==> src/rtl/cpu_pkg.sv <==
`default_nettype none
// +----------------------------------------------------------------------------+
// | Module  : cpu_pkg                                                          |
// | Brief   : Shared CPU datapath types and constants (multiplier FSM states). |
// | Rev     : 1.0  initial release                                             |
// +----------------------------------------------------------------------------+
package cpu_pkg;

    localparam int MUL_WIDTH = 16;
    localparam int MUL_STEPS = 16;

    typedef enum logic [1:0] {
        IDLE = 2'd0,
        RUN  = 2'd1,
        DONE = 2'd2
    } mul_state_t;

endpackage
`default_nettype wire

==> src/rtl/booth_addsub.sv <==
`default_nettype none
// +----------------------------------------------------------------------------+
// | Module  : booth_addsub                                                     |
// | Brief   : Booth step adder: A+M, A-M or A selected by {Q[0], q_1}.         |
// | Rev     : 1.0  initial release                                             |
// +----------------------------------------------------------------------------+
module booth_addsub #(
    parameter int WIDTH = 16
) (
    input  logic [WIDTH:0] i_a,
    input  logic [WIDTH:0] i_m,
    input  logic [1:0]     i_sel,
    output logic [WIDTH:0] o_sum
);

    always_comb begin
        o_sum = i_a;
        case (i_sel)
            2'b01:   o_sum = i_a + i_m;
            2'b10:   o_sum = i_a - i_m;
            default: o_sum = i_a;
        endcase
    end

endmodule
`default_nettype wire

==> src/rtl/booth_mul.sv <==
`default_nettype none
// +----------------------------------------------------------------------------+
// | Module  : booth_mul                                                        |
// | Brief   : Sequential radix-2 Booth multiplier, MR x BR -> 2*WIDTH product. |
// |           Optional macro BOOTH_EARLY_EXIT_EN enables early termination.    |
// | Rev     : 1.0  initial release                                             |
// +----------------------------------------------------------------------------+
module booth_mul
    import cpu_pkg::*;
#(
    parameter int WIDTH = MUL_WIDTH
) (
    input  logic                 clk,
    input  logic                 rst,
    input  logic                 start,
    input  logic [WIDTH-1:0]     mr_in,
    input  logic [WIDTH-1:0]     br_in,
    output logic                 busy,
    output logic                 done,
    output logic [2*WIDTH-1:0]   product,
    output logic                 neg,
    output logic                 zero
);

    localparam int CW = $clog2(WIDTH + 1);
    localparam int SW = 2 * WIDTH + 2;

    mul_state_t           r_state;
    mul_state_t           w_state_next;
    logic [WIDTH:0]       r_a;
    logic [WIDTH:0]       r_m;
    logic [WIDTH-1:0]     r_q;
    logic                 r_q1;
    logic [CW-1:0]        r_cnt;
    logic [2*WIDTH-1:0]   r_product;

    logic [WIDTH:0]       w_sum;
    logic [SW-1:0]        w_stepped;
    logic [SW-1:0]        w_shifted;
    logic [CW-1:0]        w_shamt;
    logic [CW-1:0]        w_cnt_next;
    logic                 w_load;

    booth_addsub #(
        .WIDTH (WIDTH)
    ) u_addsub (
        .i_a   (r_a),
        .i_m   (r_m),
        .i_sel ({r_q[0], r_q1}),
        .o_sum (w_sum)
    );

    assign w_stepped = {w_sum, r_q, r_q1};

`ifdef BOOTH_EARLY_EXIT_EN
    // Looks one step ahead: once the Q bits still to be scanned after this step
    // all match the bit that becomes q_1, no further add/sub can happen, so the
    // remaining shifts collapse into one.
    logic [WIDTH-1:0] w_mask;
    logic             w_exit;

    assign w_mask    = WIDTH'(({{WIDTH{1'b0}}, 1'b1} << r_cnt) - 1'b1);
    assign w_exit    = ((r_q ^ {WIDTH{r_q[0]}}) & w_mask) == '0;
    assign w_shamt   = w_exit ? r_cnt : CW'(1);
    assign w_shifted = $signed(w_stepped) >>> w_shamt;
`else
    assign w_shamt   = CW'(1);
    assign w_shifted = {w_sum[WIDTH], w_stepped[SW-1:1]};
`endif

    assign w_cnt_next = r_cnt - w_shamt;
    assign w_load     = (r_state == IDLE || r_state == DONE) && start;

    always_comb begin
        w_state_next = r_state;
        case (r_state)
            IDLE:    if (start) w_state_next = RUN;
            RUN:     if (w_cnt_next == '0) w_state_next = DONE;
            DONE:    w_state_next = start ? RUN : IDLE;
            default: w_state_next = IDLE;
        endcase
    end

    always_ff @(posedge clk) begin
        if (rst) begin
            r_state <= IDLE;
        end else begin
            r_state <= w_state_next;
        end
    end

    always_ff @(posedge clk) begin
        if (rst) begin
            r_a       <= '0;
            r_m       <= '0;
            r_q       <= '0;
            r_q1      <= 1'b0;
            r_cnt     <= '0;
            r_product <= '0;
        end else if (w_load) begin
            r_a   <= '0;
            r_m   <= {br_in[WIDTH-1], br_in};
            r_q   <= mr_in;
            r_q1  <= 1'b0;
            r_cnt <= CW'(WIDTH);
        end else if (r_state == RUN) begin
            r_a   <= w_shifted[SW-1:WIDTH+1];
            r_q   <= w_shifted[WIDTH:1];
            r_q1  <= w_shifted[0];
            r_cnt <= w_cnt_next;
            if (w_cnt_next == '0) begin
                r_product <= w_shifted[2*WIDTH:1];
            end
        end
    end

    assign busy    = (r_state == RUN);
    assign done    = (r_state == DONE);
    assign product = r_product;
    assign neg     = r_product[2*WIDTH-1];
    assign zero    = (r_product == '0);

endmodule
`default_nettype wire

==> config.mk <==
export PLATFORM = sky130hd
export DESIGN_NAME = booth_mul
export DESIGN_NICKNAME = d
export VERILOG_FILES = /design/src/rtl/cpu_pkg.sv /design/src/rtl/booth_addsub.sv /design/src/rtl/booth_mul.sv
export SDC_FILE = /design/constraint.sdc
export NUM_CORES = 1
export LEC_CHECK = 0
export ABC_CLOCK_PERIOD_IN_PS = 3600
export CORE_MARGIN = 3
export CORE_UTILIZATION = 56
export CTS_BUF_LIST = sky130_fd_sc_hd__clkbuf_4
export CTS_CLUSTER_SIZE = 28
export DETAILED_ROUTE_END_ITERATION = 10
export GPL_TIMING_DRIVEN = 0
export PLACE_DENSITY = 0.78
export SYNTH_ARGS = -nofsm -noshare
export SYNTH_HDL_FRONTEND = slang
export SYNTH_SLANG_ARGS = --single-unit
==> constraint.sdc <==
create_clock -name clk -period 3.6 [get_ports clk]
set_input_delay 1.08 -clock clk [delete_from_list [all_inputs] [get_ports clk]]
set_output_delay 1.08 -clock clk [all_outputs]
set_load 0.01 [all_outputs]
==> reports/summary.log, run 1 <==
qor: outcome.run_status complete, no violations
qor: global_route.global_routing_usage_summed_across_all_routing_layers 26.34%
qor: critical_path.critPathLaunchType flip-flop
qor: cts.cts.sinks 88
qor: cts.clk-insertion-delay-late 0.43 ns
qor: power.power 2.330 mW
qor: yosys.number_of_enable_flip_flop_cells_after_synthesis 0
qor: critical_path.crit_path_end_kind flip-flop
qor: sta.finalHoldViolations 0
qor: critical_path.timing.critical_path.slowest_stage_cell sky130_fd_sc_hd__or4_4
qor: cells_and_area.fillCellCount 665
qor: cells_and_area.design_area 0.005633 mm^2
qor: global_route.global_route_track_usage_on_met3 3.244%
qor: sta.rsz0062_at_grt no
qor: power.vdd_drop_max 0.2500 mV
qor: cells_and_area.synthToLayoutAreaGrowth 21.58%
qor: worst_hold_path.hold_crit_start r_q1$_SDFFE_PP0P_
qor: critical_path.crit_type flip-flop to flip-flop
qor: global_route.use_met1 37.12%
qor: placement.routability_congestion 0.8401
qor: yosys.ys_ff_latch 88
qor: global_route.grt_pass1_wl 20.62 mm
qor: power.power_per_unit_of_standard_cell_area 413.6 mW/mm^2
qor: drt.drtAntennaViolNets 0
qor: yosys.syn_area_per_cell 7.975 um^2
qor: global_route.grt_max_degree 17
qor: global_route.grt_overflow_total 0
qor: drt.num_vias 4398
qor: cts.clock_transition_at_the_registers_of_the_reported_paths 0.15 ns
qor: die.die_h 96.96 um
qor: worst_hold_path.timing.hold.worst.class flip-flop to flip-flop
qor: critical_path.worst_ep_required_time 3.92 ns
qor: placement.dpl-instance-area 0.005451 mm^2
qor: global_route.met2_usage 42.14%
qor: power.power.static_leakage 2.089 nW
qor: die.floorplan.die.width 96.96 um
qor: cts.ctsHoldBuffers 0
qor: critical_path.worst-path-max-fanout 7
qor: die.dieArea 0.009401 mm^2
qor: drt.drt_iter0_drc 287
qor: cts.post-cts-setup-buffers 0
qor: sta.final_period_minus_worst_setup_slack 3.377 ns
qor: drt.routed_wl 12.37 mm
qor: placement.hpwlAfterDp 9.604 mm
qor: placement.numPortBuffers 69
qor: drt.avgViaCountPerCell 5.734
qor: yosys.synth_ff_type sky130_fd_sc_hd__dfxtp_1
qor: die.number_of_placement_rows 32
qor: global_route.grt_busiest_layer met2
qor: sta.setup-tns-final 0 ns
qor: sta.clock.fmax 296.1 MHz
qor: cells_and_area.layout.cells.most_common sky130_fd_sc_hd__nand2_1
qor: cells_and_area.antenna_cells 0
qor: critical_path.r2r_setup_slack 0.22 ns
qor: sta.final-setup-viol-count 0
qor: yosys.postSynth.asyncResetShare 0%
qor: yosys.syn-cell-area 0.004633 mm^2
qor: critical_path.critical_path.reg2reg.startpoint r_m[6]$_SDFFE_PP0P_
qor: die.starting_density 58.74%
qor: cts.clk_path_buf_depth 2
qor: cells_and_area.post_route_cells_drive_above_1_share 6.466%
qor: critical_path.cp-startpoint r_m[6]$_SDFFE_PP0P_
qor: cts.clock-root-buffer sky130_fd_sc_hd__clkbuf_4
qor: sta.number_of_max_slew_violations_in_the_final_report 0
qor: global_route.initial_antenna_violation_count 0
qor: cells_and_area.finish.net_count 716
qor: critical_path.worstPathCellList or4_4 -> nor3_2 -> a31oi_1 -> xnor2_1 -> ha_1 -> a21o_1 -> a21oi_1 -> and2b_2 -> o311a_2 -> nor2_2 -> xor2_2 -> a211oi_2
qor: yosys.syn_inst 581
qor: cells_and_area.most-common-layout-cells sky130_fd_sc_hd__nand2_1 (105), sky130_fd_sc_hd__dfxtp_1 (88), sky130_fd_sc_hd__a21oi_1 (85)
qor: critical_path.worst-endpoint-arrival 3.69 ns
qor: sta.worst_clock_skew 0.01192 ns
qor: die.core_region_area 0.007888 mm^2
qor: yosys.sequential_cell_area_fraction_in_the_yosys_report 38.02%
qor: cts.tritoncts yes
qor: sta.worst_slew_margin_rel 58.39%
qor: yosys.synth-warning-count 0
qor: drt.drc_errors 0
qor: cells_and_area.ff_latch_area 0.001762 mm^2
qor: cts.htree_num_levels 3
qor: cts.cts-buffers-inserted 9
qor: sta.timing_worst_slew_pin_value 0.6084 ns
qor: cts.cts_resized 0
qor: yosys.synthDistinctLibCells 58
qor: global_route.grt_pass1_vias 4278
qor: critical_path.worst_path_largest_cell_delay 0.61 ns
qor: cells_and_area.multi_input_area 0.002660 mm^2
qor: sta.layout_worst_path_cycle_share 93.81%
qor: flow_run.drv_cap 0
qor: die.ioPinCount 71
qor: drt.wl_per_cell 16.13 um
qor: yosys.net_count_of_the_mapped_netlist 637
qor: drt.number_of_detailed_route_iterations_in_the_first_pass 5
-- power by group --
group,switching (mW),internal (mW)
clock,0.365,0.291
sequential,0.0416,1.01
combinational,0.351,0.266
-- final cells by class --
type | count | share of cell area (%)
plain buffers | 35 | 2.976
clock buffers | 9 | 1.199
clock inverters | 7 | 1.799
inverters | 15 | 0.9996
multi-input cells | 442 | 47.22
flip-flops and latches | 88 | 31.28
well taps | 102 | 2.266
repair buffers | 69 | 12.26
-- sequential cells by signal, indices dropped and copies added, names as in the netlist --
| signal | count |
|---|---|
| product | 32 |
| r_a | 16 |
| r_m | 16 |
| r_q | 16 |
| r_cnt | 5 |
| r_state | 2 |
| r_q1 | 1 |
-- cell usage after synthesis (3+ instances only) --
master                     instances  area share [%]
sky130_fd_sc_hd__a31oi_1          11             1.5
sky130_fd_sc_hd__nand3_1           3            0.32
sky130_fd_sc_hd__o21a_1            3            0.49
sky130_fd_sc_hd__ha_1             20             5.4
sky130_fd_sc_hd__xor2_1            8             1.5
sky130_fd_sc_hd__nor2_1           48             3.9
sky130_fd_sc_hd__clkbuf_1         27             2.2
sky130_fd_sc_hd__nand2b_1          4            0.54
sky130_fd_sc_hd__nand4_1           3            0.41
sky130_fd_sc_hd__nor3_1           13             1.4
sky130_fd_sc_hd__o211ai_1          3            0.49
sky130_fd_sc_hd__inv_1            13             1.1
sky130_fd_sc_hd__a21bo_2           3            0.65
sky130_fd_sc_hd__buf_6             3            0.73
sky130_fd_sc_hd__dfxtp_1          88              38
sky130_fd_sc_hd__xnor2_1          21             4.0
sky130_fd_sc_hd__and3_1            3            0.41
sky130_fd_sc_hd__a311oi_1          4            0.76
sky130_fd_sc_hd__a22oi_1          16             2.6
sky130_fd_sc_hd__a211oi_1          9             1.5
sky130_fd_sc_hd__mux2i_1          11             2.4
sky130_fd_sc_hd__a21oi_1          85             9.2
sky130_fd_sc_hd__buf_2             3            0.32
sky130_fd_sc_hd__a21o_1            6            0.97
sky130_fd_sc_hd__nand2_1         105             8.5
sky130_fd_sc_hd__nor2b_1           6            0.81
sky130_fd_sc_hd__o21ai_0          19             2.1
sky130_fd_sc_hd__nor4_1            9             1.2
-- routing by layer --
metal / wire (um) / share of wire [%]
met1: 5835 / 47
met2: 5678 / 46
met3: 607 / 4.9
met4: 249 / 2.0
met5: 0 / 0
-- per-stage QoR --
| stage | setup slack [ns] | std cells | hold WS [ns] | utilization, % |
|---|---|---|---|---|
| 5_1_grt | 0.03449 | 767 | 0.5032 | 71.41 |
| 6_report | 0.2229 | 767 | 0.4804 | 71.41 |
| 4_1_cts | 0.01124 | 768 | 0.4809 | 71.26 |
| 3_3_place_gp | 0.2380 | 752 | 0.4414 | 69.11 |
| 2_1_floorplan | 0.4933 | 581 | 0.4363 | - |
| 3_5_place_dp | 0.1886 | 752 | 0.4620 | 69.11 |
-- critical path, delay by kind of cell, from the launching register on --
family	cells	cell delay, ns
simple gates	4	1.19
compound gates	5	1.00
flops	1	0.40
fa+ha+maj	1	0.36
xor+xnor	2	0.32
-- final timing paths --
kind | endpoint | cells past startpoint
max | product[31]$_SDFFE_PP0P_ | 12
min | r_q1$_SDFFE_PP0P_ | 2
max reg2reg | product[31]$_SDFFE_PP0P_ | 12
min reg2reg | r_q1$_SDFFE_PP0P_ | 2
-- kinds of logic (layout without fill, tap and decap cells) --
| family | after synthesis | after routing | share of synthesized area [%] |
|---|---|---|---|
| buf+inv | 51 | 135 | 4.888 |
| xor+xnor | 29 | 29 | 5.482 |
| flops | 88 | 88 | 38.02 |
| fa+ha+maj | 21 | 21 | 5.833 |
| compound gates | 172 | 172 | 23.31 |
| simple gates | 209 | 209 | 20.09 |
| mux | 11 | 11 | 2.377 |
No activity file was read; power rests on OpenSTA's default activity.
==> inputs of run 2 (changes only) <==
--- a/config.mk
+++ b/config.mk
@@ -6,6 +6,7 @@
 export NUM_CORES = 1
 export LEC_CHECK = 0
 export ABC_CLOCK_PERIOD_IN_PS = 3600
+export CORE_ASPECT_RATIO = 0.8
 export CORE_MARGIN = 3
 export CORE_UTILIZATION = 56
 export CTS_BUF_LIST = sky130_fd_sc_hd__clkbuf_4
==> reports/summary.log, run 2 (synthesis results as in run 1) <==
qor: cells_and_area.fillCellCount 679 [+2.1%]
qor: cts.cts-buffers-inserted 9 [unchanged]
qor: power.power 2.197 mW [-5.7%]
qor: critical_path.worst-path-max-fanout 10 [+3]
qor: critical_path.worst_ep_required_time 2.52 ns [-1.40 ns]
qor: sta.worst_clock_skew 0.01503 ns [+0.003110 ns]
qor: critical_path.crit_type flip-flop to output port
qor: drt.drt_iter0_drc 275 [-4.2%]
qor: die.number_of_placement_rows 29 [-9.4%]
qor: placement.hpwlAfterDp 10.09 mm [+5.1%]
qor: drt.num_vias 4491 [+2.1%]
qor: global_route.grt_overflow_total 0 [unchanged]
qor: cts.post-cts-setup-buffers 0 [unchanged]
qor: die.die_h 87.36 um [-9.9%]
qor: drt.number_of_detailed_route_iterations_in_the_first_pass 5 [unchanged]
qor: placement.routability_congestion 0.9060 [+7.8%]
qor: placement.numPortBuffers 69 [unchanged]
qor: global_route.global_routing_usage_summed_across_all_routing_layers 27.75% [+1.4 points]
qor: critical_path.r2r_setup_slack 0.16 ns [-0.06 ns]
qor: cells_and_area.finish.net_count 717 [+0.14%]
qor: sta.setup-tns-final 0 ns [unchanged]
qor: cts.tritoncts yes
qor: worst_hold_path.timing.hold.worst.class flip-flop to flip-flop
qor: drt.routed-wl-met2 5.830 mm [+2.7%]
qor: drt.detail_route.wirelength.met1 6.118 mm [+4.9%]
qor: critical_path.worst-endpoint-arrival 2.38 ns [-1.31 ns]
qor: power.power.static_leakage 2.058 nW [-1.5%]
qor: power.vdd_drop_max 0.2305 mV [-7.8%]
qor: critical_path.crit_path_end_kind output port
qor: drt.route.met3.wl 794 um [+31%]
qor: die.starting_density 58.04% [-0.70 points]
qor: placement.dp_slack 0.1510 ns [-0.03757 ns]
qor: cts.cts.sinks 88 [unchanged]
qor: global_route.grt_pass1_wl 20.45 mm [-0.81%]
qor: sta.timing_worst_slew_pin_value 0.6569 ns [+0.04849 ns]
qor: drt.drc_errors 0 [unchanged]
qor: sta.setup_slack 0.1378 ns [-0.08515 ns]
qor: global_route.grt_pass1_vias 4189 [-2.1%]
qor: sta.number_of_max_slew_violations_in_the_final_report 0 [unchanged]
qor: cells_and_area.layout.cells.most_common sky130_fd_sc_hd__nand2_1
qor: cells_and_area.flip_flop_count_of_the_largest_register_all_copies_and_words_added 32 [unchanged]
qor: cells_and_area.synthToLayoutAreaGrowth 20.55%
qor: cells_and_area.post_route_cells_drive_above_1_share 6.306% [-0.16 points]
qor: cts.clk-insertion-delay-late 0.46 ns [+0.03 ns]
qor: die.floorplan.die.width 107.7 um [+11%]
qor: cells_and_area.most-common-layout-cells sky130_fd_sc_hd__nand2_1 (105), sky130_fd_sc_hd__dfxtp_1 (88), sky130_fd_sc_hd__a21oi_1 (85)
qor: sta.finalHoldViolations 0 [unchanged]
qor: flow_run.drv_cap 0 [unchanged]
qor: critical_path.critPathLaunchType flip-flop
qor: sta.final-setup-viol-count 0 [unchanged]
qor: sta.final.hold.worst_slack 0.4718 ns [-0.008592 ns]
qor: cts.htree_num_levels 3 [unchanged]
qor: sta.rsz0062_at_grt no
qor: power.power_per_unit_of_standard_cell_area 393.4 mW/mm^2 [-4.9%]
qor: sta.worst_slew_margin_rel 56.05% [-2.3 points]
qor: global_route.grt_max_degree 16 [-1]
qor: outcome.run_status complete, no violations
qor: cts.clock-root-buffer sky130_fd_sc_hd__clkbuf_4
qor: drt.avgViaCountPerCell 5.802 [+1.2%]
qor: cts.ctsHoldBuffers 0 [unchanged]
qor: sta.clock.fmax 288.8 MHz [-2.5%]
qor: die.core_region_area 0.007983 mm^2 [+1.2%]
qor: die.dieArea 0.009408 mm^2 [about the same]
qor: cts.clock_transition_at_the_registers_of_the_reported_paths 0.14 ns [about the same]
qor: drt.routed_wl 12.93 mm [+4.5%]
qor: drt.drtAntennaViolNets 0 [unchanged]
qor: die.ioPinCount 71 [unchanged]
qor: sta.final_period_minus_worst_setup_slack 3.462 ns [+0.08515 ns]
qor: drt.wl_per_cell 16.71 um [+3.6%]
qor: sta.layout_worst_path_cycle_share 96.17% [+2.4 points]
qor: drt.top_layer met4
qor: global_route.initial_antenna_violation_count 0 [unchanged]
qor: cts.clk_path_buf_depth 2 [unchanged]
qor: cells_and_area.antenna_cells 0 [unchanged]
-- run 2: changes by cell type in the layout (fill, tap and decap cells not counted), sizes merged --
| cell | delta |
|---|---|
| inv | -2 |
| clkbuf | +2 |
| clkinvlp | +3 |
| bufinv | -2 |
-- run 2: stage by stage --
step / utilization, % / cell area [um^2] / cells
finish: 69.97 / 5585 / 774
floorplan: - / 4633 / 581
global route: 69.97 / 5585 / 774
CTS: 69.89 / 5579 / 774
detailed placement: 68.39 / 5459 / 758
global placement: 68.39 / 5459 / 758
-- run 2: what timing repair did --
action                                 4_1_cts  5_1_grt
endpoints found under the hold margin        0        0
gates resized for setup                      1        3
setup endpoints to repair                    1        2
-- run 2: area by class of cell --
type	instances	area (um^2)	share of cell area, %
sequential	88	1762	31.54
multi-input combinational	442	2650	47.45
tap	108	135.1	2.419
clock inverter	6	43.79	0.7840
clock buffer	10	75.07	1.344
buffer	36	172.7	3.091
timing repair buffer	69	690.7	12.37
inverter	15	56.30	1.008
-- run 2: worst max-delay path, cell delays in order, from the launching register on --
cell and delay (ns):
sky130_fd_sc_hd__dfxtp_1 0.34, sky130_fd_sc_hd__nand2b_1 0.15, sky130_fd_sc_hd__clkinv_1 0.10, sky130_fd_sc_hd__clkbuf_1 0.41, sky130_fd_sc_hd__clkbuf_2 0.35, sky130_fd_sc_hd__clkdlybuf4s50_1 0.58
-- run 2: final timing paths --
path | start | cells after the start | end
setup / recovery | r_state[1]$_SDFFE_PP0P_ | 5 | busy
hold / removal | r_q1$_SDFFE_PP0P_ | 2 | r_q1$_SDFFE_PP0P_
setup reg to reg | r_m[6]$_SDFFE_PP0P_ | 12 | product[31]$_SDFFE_PP0P_
hold reg to reg | r_q1$_SDFFE_PP0P_ | 2 | r_q1$_SDFFE_PP0P_
-- run 2: metal layers --
layer	up-vias	global-route usage (%)
met5	-	0
met4	0	8.601
met3	16	5.041
met2	135	43.85
met1	2141	38.67
li1	2199	-
-- run 2: where the power goes --
part           leakage, nW  switching [mW]  internal (mW)
combinational         1.29           0.355          0.267
sequential           0.716          0.0423           1.01
clock               0.0567           0.368          0.151
total                 2.06           0.765           1.43
